==> config.mk <==
export PLATFORM = sky130hd
export DESIGN_NAME = vga_sync_gen
export DESIGN_NICKNAME = d
export VERILOG_FILES = /design/src/rtl/vga_timing_pkg.sv /design/src/rtl/pixel_tick_gen.sv /design/src/rtl/vga_sync_gen.sv
export SDC_FILE = /design/constraint.sdc
export NUM_CORES = 1
export LEC_CHECK = 0
export BUFFER_PORTS_ARGS = -buffer_cell sky130_fd_sc_hd__buf_2
export CAP_MARGIN = 5
export CORE_UTILIZATION = 24
export DETAILED_ROUTE_END_ITERATION = 10
export GPL_TIMING_DRIVEN = 0
export SLEW_MARGIN = 20
export SYNTH_ARGS = -nofsm -noshare
export SYNTH_HDL_FRONTEND = slang
export SYNTH_SLANG_ARGS = --single-unit
export TNS_END_PERCENT = 20
==> constraint.sdc <==
create_clock -name clk -period 2.9 [get_ports clk]
set_input_delay 0.58 -clock clk [delete_from_list [all_inputs] [get_ports clk]]
set_output_delay 0.58 -clock clk [all_outputs]
set_load 0.01 [all_outputs]
==> src/rtl/vga_timing_pkg.sv <==
`default_nettype none
// ============================================================================
// Module   : vga_timing_pkg
// Brief    : Default 640x480@60 timing constants, coordinate type and the
//            8-entry colour-bar table shared by the VGA sync generator.
// Revision : 1.0 - initial release
// ============================================================================
package vga_timing_pkg;

  localparam int COORD_W = 10;

  localparam int VGA_H_VISIBLE = 640;
  localparam int VGA_H_FRONT   = 16;
  localparam int VGA_H_SYNC    = 96;
  localparam int VGA_H_BACK    = 48;
  localparam int VGA_V_VISIBLE = 480;
  localparam int VGA_V_FRONT   = 10;
  localparam int VGA_V_SYNC    = 2;
  localparam int VGA_V_BACK    = 33;

  localparam int H_TOTAL = VGA_H_VISIBLE + VGA_H_FRONT + VGA_H_SYNC + VGA_H_BACK;
  localparam int V_TOTAL = VGA_V_VISIBLE + VGA_V_FRONT + VGA_V_SYNC + VGA_V_BACK;

  typedef logic [COORD_W-1:0] coord_t;
  typedef logic [11:0]        rgb_t;

  // Bar 0 sits in the least significant slot: white, yellow, cyan, green,
  // magenta, red, blue, black from left to right of the screen.
  localparam logic [8*12-1:0] BAR_TABLE = {
    12'h000, 12'h00F, 12'hF00, 12'hF0F,
    12'h0F0, 12'h0FF, 12'hFF0, 12'hFFF
  };

  function automatic rgb_t bar_colour(input logic [2:0] idx);
    return BAR_TABLE[int'(idx)*12 +: 12];
  endfunction

endpackage : vga_timing_pkg
`default_nettype wire

==> src/rtl/pixel_tick_gen.sv <==
`default_nettype none
// ============================================================================
// Module   : pixel_tick_gen
// Brief    : Pixel clock-enable divider; tick is high one clk in every CLK_DIV.
// Revision : 1.0 - initial release
// ============================================================================
module pixel_tick_gen #(
  parameter int CLK_DIV = 4
) (
  input  logic clk,
  input  logic reset,
  output logic tick
);

  // A one-bit counter pinned at zero covers CLK_DIV==1: tick is then constant.
  localparam int C_DIV_W = (CLK_DIV > 1) ? $clog2(CLK_DIV) : 1;
  localparam logic [C_DIV_W-1:0] C_DIV_LAST = C_DIV_W'(CLK_DIV - 1);

  logic [C_DIV_W-1:0] r_div_cnt;
  logic               w_last;

  assign w_last = (r_div_cnt == C_DIV_LAST);

  always_ff @(posedge clk) begin
    if (reset) begin
      r_div_cnt <= '0;
    end else if (w_last) begin
      r_div_cnt <= '0;
    end else begin
      r_div_cnt <= r_div_cnt + 1'b1;
    end
  end

  assign tick = w_last;

endmodule : pixel_tick_gen
`default_nettype wire

==> src/rtl/vga_sync_gen.sv <==
`default_nettype none
// ============================================================================
// Module   : vga_sync_gen
// Brief    : VGA raster timing from the system clock using a pixel enable.
//            Define VGA_SYNC_TEST_PATTERN_EN to add the rgb colour-bar output.
// Revision : 1.0 - initial release
// ============================================================================
module vga_sync_gen
  import vga_timing_pkg::*;
#(
  parameter int   CLK_DIV     = 4,
  parameter int   H_VISIBLE   = VGA_H_VISIBLE,
  parameter int   H_FRONT     = VGA_H_FRONT,
  parameter int   H_SYNC      = VGA_H_SYNC,
  parameter int   H_BACK      = VGA_H_BACK,
  parameter int   V_VISIBLE   = VGA_V_VISIBLE,
  parameter int   V_FRONT     = VGA_V_FRONT,
  parameter int   V_SYNC      = VGA_V_SYNC,
  parameter int   V_BACK      = VGA_V_BACK,
  parameter logic SYNC_ACTIVE = 1'b0
) (
  input  logic               clk,
  input  logic               reset,
  output logic               pixel_tick,
  output logic               frame_start,
  output logic               hsync,
  output logic               vsync,
  output logic               video_on,
  output logic [COORD_W-1:0] x,
  output logic [COORD_W-1:0] y
`ifdef VGA_SYNC_TEST_PATTERN_EN
  ,
  output logic [11:0]        rgb
`endif
);

  localparam int C_H_TOTAL = H_VISIBLE + H_FRONT + H_SYNC + H_BACK;
  localparam int C_V_TOTAL = V_VISIBLE + V_FRONT + V_SYNC + V_BACK;

  localparam coord_t C_H_LAST     = COORD_W'(C_H_TOTAL - 1);
  localparam coord_t C_V_LAST     = COORD_W'(C_V_TOTAL - 1);
  localparam coord_t C_H_VIS      = COORD_W'(H_VISIBLE);
  localparam coord_t C_V_VIS      = COORD_W'(V_VISIBLE);
  localparam coord_t C_HS_FIRST   = COORD_W'(H_VISIBLE + H_FRONT);
  localparam coord_t C_HS_LAST    = COORD_W'(H_VISIBLE + H_FRONT + H_SYNC - 1);
  localparam coord_t C_VS_FIRST   = COORD_W'(V_VISIBLE + V_FRONT);
  localparam coord_t C_VS_LAST    = COORD_W'(V_VISIBLE + V_FRONT + V_SYNC - 1);

  logic   w_tick;
  coord_t w_x_next;
  coord_t w_y_next;
  logic   w_x_wrap;
  logic   w_hs_on;
  logic   w_vs_on;
  logic   w_video_next;

  coord_t r_x;
  coord_t r_y;
  logic   r_hsync;
  logic   r_vsync;
  logic   r_video_on;
  logic   r_pixel_tick;
  logic   r_frame_start;

  pixel_tick_gen #(
    .CLK_DIV (CLK_DIV)
  ) u_pixel_tick_gen (
    .clk   (clk),
    .reset (reset),
    .tick  (w_tick)
  );

  // Decode is done on the next coordinates so the registered syncs and
  // video_on line up with the registered x/y in the same cycle.
  always_comb begin
    w_x_wrap = (r_x == C_H_LAST);
    w_x_next = w_x_wrap ? '0 : r_x + 1'b1;
    w_y_next = r_y;
    if (w_x_wrap) begin
      w_y_next = (r_y == C_V_LAST) ? '0 : r_y + 1'b1;
    end
    w_hs_on      = (w_x_next >= C_HS_FIRST) && (w_x_next <= C_HS_LAST);
    w_vs_on      = (w_y_next >= C_VS_FIRST) && (w_y_next <= C_VS_LAST);
    w_video_next = (w_x_next < C_H_VIS) && (w_y_next < C_V_VIS);
  end

  // Reset parks the raster on the final back-porch pixel so the first
  // enable lands on (0,0) and raises frame_start.
  always_ff @(posedge clk) begin
    if (reset) begin
      r_x           <= C_H_LAST;
      r_y           <= C_V_LAST;
      r_hsync       <= ~SYNC_ACTIVE;
      r_vsync       <= ~SYNC_ACTIVE;
      r_video_on    <= 1'b0;
      r_pixel_tick  <= 1'b0;
      r_frame_start <= 1'b0;
    end else begin
      r_pixel_tick  <= w_tick;
      r_frame_start <= w_tick && (w_x_next == '0) && (w_y_next == '0);
      if (w_tick) begin
        r_x        <= w_x_next;
        r_y        <= w_y_next;
        r_hsync    <= w_hs_on ? SYNC_ACTIVE : ~SYNC_ACTIVE;
        r_vsync    <= w_vs_on ? SYNC_ACTIVE : ~SYNC_ACTIVE;
        r_video_on <= w_video_next;
      end
    end
  end

  assign pixel_tick  = r_pixel_tick;
  assign frame_start = r_frame_start;
  assign hsync       = r_hsync;
  assign vsync       = r_vsync;
  assign video_on    = r_video_on;
  assign x           = r_x;
  assign y           = r_y;

`ifdef VGA_SYNC_TEST_PATTERN_EN
  localparam coord_t C_BAR_W = COORD_W'(H_VISIBLE / 8);

  logic [2:0] w_bar_idx;
  rgb_t       w_rgb_next;
  rgb_t       r_rgb;

  always_comb begin
    w_bar_idx  = 3'(w_x_next / C_BAR_W);
    w_rgb_next = w_video_next ? bar_colour(w_bar_idx) : 12'h000;
  end

  always_ff @(posedge clk) begin
    if (reset) begin
      r_rgb <= 12'h000;
    end else if (w_tick) begin
      r_rgb <= w_rgb_next;
    end
  end

  assign rgb = r_rgb;
`endif

endmodule : vga_sync_gen
`default_nettype wire

# == Yosys cells after proc, flatten, opt, wreduce, memory -nomap -nowiden ==
# Cells that the tools add are included.
# word_totals
register_bits,27
latchBits,0
mem_bits_rw,0
romBits,0
in_bits,2
output_inout_bits,25
elab_cells,33
memories,0
# op_classes
addsub,3
multipliers,0
n_div,0
magnitude_cmp,6
eq_ne,3
shifts,0
n_mux,5
n_bitwise,0
n_reduce_logical,8
# ops
cell,count
$mux 10,3
$add 10x1->10 const B,2
$eq 10x10->1 const B,2
$logic_not 10->1,2
$ge 10x10->1 const B,1
$ge 10x9->1 const B,1
$le 10x10->1 const B,1
$le 10x9->1 const B,1
$lt 10x10->1 const B,1
$lt 10x9->1 const B,1
$logic_and 1x1->1,5
$add 2x1->2 const B,1
$eq 2x2->1 const B,1
$mux 1,2
$reduce_or 2->1,1

# == Longest topological paths before layout ==
# depth
ltp_word,6
depth_mapped,10
depth_no_buf,7

# == By module ==
# Synthesis repeated with hierarchy kept, for this count alone.
# hier_totals
cells_unflattened,229
hier_area_um2,1836.8
# by_module_without_submodules
mod,n_inst,cells_per_inst,area_each_um2,seq_area_each_um2
vga_sync_gen,1,224,1761.7,500.5
pixel_tick_gen,1,5,75.1,40.0

# == Worst setup path after synthesis ==
# No wires, ideal clock.
# synth_path
path_type,register to register
from,"register r_x[1], in the netlist x[1]"
to,"register r_vsync, in the netlist vsync"
setup_time_ns,0.124
t_arrival_ns,2.160
t_required_ns,2.776
path_slack_ns,0.616
path_stages_with_launch,9
path_buffers,1
synth_period_minus_slack_ns,2.284
cell_sequence,dfxtp_1 > ha_1 > and4_1 > buf_4 > nand4_4 > or4b_1 > o311a_1 > nor4_1 > a21oi_1
# synth_between
elab_chain_cells,5
elab_cells_between_ends,6
cone_classes,order compare (2); eq/ne (1); mux (2); reduce/logical (1)
# synth_rtl
item,line_no,rtl
start: declaration,vga_sync_gen.sv:57,coord_t r_x;
start signal: assignment,vga_sync_gen.sv:102,r_x <= w_x_next;
$eq 10x10->1 *,vga_sync_gen.sv:76,w_x_wrap = (r_x == C_H_LAST);
$mux 10 *,vga_sync_gen.sv:79,if (w_x_wrap) begin
$ge 10x9->1 or $le 10x9->1 (tied branches),vga_sync_gen.sv:83,w_vs_on = (w_y_next >= C_VS_FIRST) && (w_y_next <= C_VS_LAST);
$logic_and 1x1->1 *,vga_sync_gen.sv:83,
$mux 1 *,vga_sync_gen.sv:105,r_vsync <= w_vs_on ? SYNC_ACTIVE : ~SYNC_ACTIVE;
end signal: assignment,vga_sync_gen.sv:94,r_vsync <= ~SYNC_ACTIVE;
end signal: assignment,vga_sync_gen.sv:105,
end: declaration,vga_sync_gen.sv:60,logic r_vsync;
# Mark *: on every way between the ends. The rest lies on a longest branch, timed or not.
# A chain may end at the register's enable or synchronous reset.

# == Worst setup path in the final report ==
# layout_path
from,"register r_x[0], in the netlist x[0]"
to,"register r_frame_start, in the netlist frame_start"
# layout_between
elab_chain_cells,5
elab_cells_between_ends,8
cone_classes,add/sub (1); eq/ne (1); mux (2); reduce/logical (4)
# layout_rtl
item,line_no,rtl
$add 10x1->10 or $eq 10x10->1 (tied branches),"vga_sync_gen.sv:77, vga_sync_gen.sv:76",
$mux 10,vga_sync_gen.sv:77,w_x_next = w_x_wrap ? '0 : r_x + 1'b1;
$logic_not 10->1,vga_sync_gen.sv:100,r_frame_start <= w_tick && (w_x_next == '0) && (w_y_next == '0);
$logic_and 1x1->1,vga_sync_gen.sv:100,
$logic_and 1x1->1 *,vga_sync_gen.sv:100,
end signal: assignment,vga_sync_gen.sv:100,
end: declaration,vga_sync_gen.sv:63,logic r_frame_start;
# Marked as above.

==> impl_metrics.prom <==
# TYPE chip_impl_metric gauge
chip_impl_metric{name="setup_tns",unit="ns"} 0
chip_impl_info{name="crit_path_start_kind",value="flop"} 1
chip_impl_metric{name="finalSetupViolations",unit=""} 0
chip_impl_metric{name="clkSlewWorstSetupHoldPaths",unit="ns"} 0.10
chip_impl_info{name="hp-start",value="u_pixel_tick_gen.r_div_cnt[0]"} 1
chip_impl_metric{name="power.ir.vdd_worst",unit="mV"} 0.150
chip_impl_metric{name="insertion_delay",unit="ns"} 0.28
chip_impl_metric{name="max_stage_delay",unit="ns"} 0.38
chip_impl_metric{name="min_delay_path_depth",unit=""} 1
chip_impl_metric{name="cts_num_sinks",unit=""} 27
chip_impl_metric{name="avgSynthCellArea",unit="µm²"} 7.66
chip_impl_metric{name="synth_simple_gate_area_share",unit="%"} 30.8
chip_impl_metric{name="yosysTopAreaCellShare",unit="%"} 30.1
chip_impl_metric{name="finalHoldViolCount",unit=""} 0
chip_impl_metric{name="dr_total_vias",unit=""} 1808
chip_impl_metric{name="crit_arrival",unit="ns"} 2.76
chip_impl_metric{name="synth-adder-area-share",unit="%"} 4.19
chip_impl_metric{name="maxSlewViolCount",unit=""} 0
chip_impl_info{name="clk_root_buffer_cell",value="clkbuf_8"} 1
chip_impl_metric{name="worstPathRequired",unit="ns"} 3.07
chip_impl_metric{name="post-route-cell-area",unit="µm²"} 2090
chip_impl_info{name="hold_path.class",value="reg -> reg"} 1
chip_impl_metric{name="min_cycle_time_layout",unit="ns"} 2.59
chip_impl_metric{name="grt_use_met1",unit="%"} 18.9
chip_impl_info{name="cp_top_family",value="compound AO/OA/AOI/OAI gates"} 1
chip_impl_info{name="synth_top_area_cell",value="dfxtp_1"} 1
chip_impl_metric{name="grt_use_total",unit="%"} 13.6
chip_impl_info{name="commonest_cells_in_the_netlist",value="30 x nor2_1, 27 x dfxtp_1, 23 x nand2_1, 18 x a21oi_1, 13 x nand3_1"} 1
chip_impl_info{name="r2r-end",value="frame_start"} 1
chip_impl_metric{name="postSynthCellCount",unit=""} 234
chip_impl_metric{name="cts-root-to-sink-buffers",unit=""} 2
chip_impl_metric{name="r2r_cells",unit=""} 9
chip_impl_metric{name="gpl.final_weighted_congestion",unit=""} 0.892
chip_impl_metric{name="cts-buffers-inserted",unit=""} 3
chip_impl_metric{name="count_of_antenna_diodes_in_the_layout",unit=""} 0
chip_impl_info{name="grt_setup_unrepaired",value="no"} 1
chip_impl_info{name="critPathKind",value="reg -> reg"} 1
chip_impl_info{name="critical_path.most_common_cell",value="and4_1"} 1
chip_impl_metric{name="antenna_found_initial",unit=""} 0
chip_impl_metric{name="rows",unit=""} 31
chip_impl_metric{name="die-area",unit="µm²"} 7820
chip_impl_metric{name="maximum_number_of_pins_on_one_net_before_global_route_repair",unit=""} 15
chip_impl_metric{name="critPathMaxFanout",unit=""} 8
chip_impl_metric{name="post_synthesis_mux_area_share",unit="%"} 0
chip_impl_metric{name="power.static_leakage",unit="nW"} 0.785
chip_impl_metric{name="tightestPinTransition",unit="ns"} 0.558
chip_impl_metric{name="postCtsSetupRepairBufs",unit=""} 0
chip_impl_metric{name="synth_cell_type_count",unit=""} 50
chip_impl_metric{name="timing.clock.skew",unit="ns"} 0.00297
chip_impl_info{name="min_delay_worst_endpoint",value="u_pixel_tick_gen.r_div_cnt[0]"} 1
chip_impl_info{name="run_status",value="finished, final reports clean"} 1
chip_impl_info{name="tritoncts_clock_tree",value="built"} 1
chip_impl_metric{name="maxClockFrequency",unit="GHz"} 0.386
chip_impl_metric{name="wirelength",unit="µm"} 4990
chip_impl_metric{name="drt_first_iter_violations",unit=""} 86
chip_impl_metric{name="io_buffers",unit=""} 26
chip_impl_metric{name="detail_route.vias_per_cell",unit=""} 4.98
chip_impl_metric{name="synth_xor_area_share",unit="%"} 6.35
chip_impl_metric{name="areaGrowthSynthToFinish",unit="%"} 16.7
chip_impl_metric{name="groute.layer.met3.usage",unit="%"} 2.24
chip_impl_metric{name="postSynth.asyncResetShare",unit="%"} 0
chip_impl_metric{name="finalCritPeriodShare",unit="%"} 89.3
chip_impl_metric{name="synth.cell_area",unit="µm²"} 1790
chip_impl_metric{name="ioPinCount",unit=""} 27
chip_impl_metric{name="detail-route-antenna-nets",unit=""} 0
chip_impl_metric{name="fp.dieH",unit="µm"} 88.4
chip_impl_metric{name="cts_hold_repair.buffers",unit=""} 0
chip_impl_metric{name="synth_nets",unit=""} 242
chip_impl_metric{name="path_buf_inv",unit=""} 2
chip_impl_metric{name="worst_max_slew_margin_expressed_relative_to_the_limit",unit="%"} 62.8
chip_impl_info{name="cell_with_the_most_instances_after_synthesis",value="nor2_1"} 1
chip_impl_metric{name="ff2ff_setup_slack",unit="ns"} 0.31
chip_impl_metric{name="grt_use_met2",unit="%"} 22.4
chip_impl_metric{name="max_cap_viol_count",unit=""} 0
chip_impl_metric{name="cts.repair.resized",unit=""} 0
chip_impl_metric{name="drt-pass1-iter-count",unit=""} 4
chip_impl_metric{name="start_util",unit="%"} 24.7
chip_impl_metric{name="post-route-drc-count",unit=""} 0
chip_impl_metric{name="htreeDepth",unit=""} 1
chip_impl_info{name="cp_slowest_cell",value="dfxtp_1"} 1
chip_impl_info{name="rr_startpoint",value="x[0]"} 1
chip_impl_metric{name="yosysWarningCount",unit=""} 0
chip_impl_info{name="path_cells",value="ha_1, and4_1, buf_4, and4_1, buf_6, a41oi_2, a2bb2oi_1, nand4b_1, a2111oi_2"} 1
chip_impl_metric{name="detailed_place.area",unit="µm²"} 2050
chip_impl_metric{name="place.detailed.hpwl",unit="µm"} 3650
chip_impl_metric{name="synth_edf_count",unit=""} 0
chip_impl_info{name="synth_ff_type",value="dfxtp_1"} 1
chip_impl_metric{name="yosysSeqAreaShare",unit="%"} 30.1
chip_impl_metric{name="post_drt_wl_per_cell",unit="µm"} 13.8
chip_impl_metric{name="nets",unit=""} 273
chip_impl_metric{name="layout.filler_cells",unit=""} 809
chip_impl_metric{name="synthesized_area_fraction_occupied_by_ao_oa_aoi_and_oai_cells",unit="%"} 21.6
chip_impl_metric{name="horizontal_extent_of_the_die",unit="µm"} 88.4
chip_impl_metric{name="fp.coreArea",unit="µm²"} 7250
chip_impl_info{name="end_kind",value="flop"} 1
chip_impl_metric{name="number_of_global_route_vias_before_repair",unit=""} 1683
chip_impl_metric{name="ys_seq_elements",unit=""} 27
chip_impl_info{name="synth_top_family_by_area",value="simple AND/OR/NAND/NOR gates"} 1
chip_impl_metric{name="pwr_density_cell",unit="nW/µm²"} 462
chip_impl_metric{name="first_pass_grt_wire_length",unit="µm"} 8380
chip_impl_metric{name="utilization",unit="%"} 28.8
chip_impl_info{name="grt.busiest_layer",value="met2"} 1
chip_impl_metric{name="grt_overflow_total",unit=""} 0
chip_impl_metric{name="post_route_cells_drive_above_1_share",unit="%"} 18.2
chip_impl_info{name="ys_top_cells_by_area",value="dfxtp_1 30%, nor2_1 6.3%, a21oi_1 5.0%"} 1
-- sequential cells by signal, summed over array words and instances (netlist names) --
name and flops:
frame_start 1, hsync 1, pixel_tick 1, u_pixel_tick_gen.r_div_cnt 2, video_on 1, vsync 1
x 10, y 10
-- power by group --
part / switching, W / internal [W] / leakage (nW)
Combinational: 0.000215 / 0.000127 / 0.543
Clock: 0.000124 / 0.0000987 / 0.0228
Sequential: 0.0000133 / 0.000387 / 0.219
Total: 0.000353 / 0.000613 / 0.785
-- stage by stage --
step | hold WS (ns) | instances | setup WS [ns] | power [W]
after floorplan | 0.398 | 234 | 0.616 | 0.000658
after global routing | 0.440 | 363 | 0.115 | 0.00102
final | 0.429 | 363 | 0.312 | 0.000966
after global placement | 0.411 | 359 | 0.340 | 0.000742
after CTS | 0.432 | 363 | 0.313 | 0.000974
after detailed placement | 0.416 | 359 | 0.325 | 0.000748
-- routing by layer --
layer	up-vias	part of all wire [%]
li1	905	-
met1	839	47
met2	60	47
met3	4	5.9
met4	0	0.80
met5	-	0
-- worst register-to-register path, stage by stage (launching register included) --
cell and delay (ns):
dfxtp_1 0.38, ha_1 0.32, and4_1 0.23, buf_4 0.15, and4_1 0.18, buf_6 0.14
a41oi_2 0.27, a2bb2oi_1 0.27, nand4b_1 0.19, a2111oi_2 0.34
-- layout by cell type, fill, tap and decap left out, types with 7 or more instances in the layout --
cell,netlist,routed
nand2_1,23,23
o21ai_0,7,7
nor2_1,30,30
nor3_1,7,7
buf_2,8,34
clkbuf_1,9,10
a21oi_1,18,18
dfxtp_1,27,27
nand3_1,13,13
inv_1,7,7
xor2_1,7,7
-- layout make-up --
class                   instances  area (µm²)  area share [%]
clock buffers                   4        45.0            2.15
flip-flops and latches         27         541            25.8
repair buffers                 26         130            6.22
multi-input cells             180        1130            54.0
plain buffers                  20        96.3            4.61
inverters                       7        26.3            1.26
well taps                      99         124            5.92
-- worst max-delay path by stage --
stage	startpoint	end	cells past startpoint
2_1_floorplan	x[1]	vsync	8
3_3_place_gp	x[1]	frame_start	9
3_5_place_dp	x[1]	frame_start	10
4_1_cts	x[0]	frame_start	9
5_1_grt	x[1]	frame_start	9
6_report	x[0]	frame_start	9
-- logic make-up (layout without fill, tap and decap cells) --
logic type      count (synthesis)  count (layout)
simple gates                  106             106
compound gates                 55              55
flops                          27              27
buf+inv                        27              57
fa+ha+maj                       6               6
xor+xnor                       13              13
(Power assumes the default switching activity.)
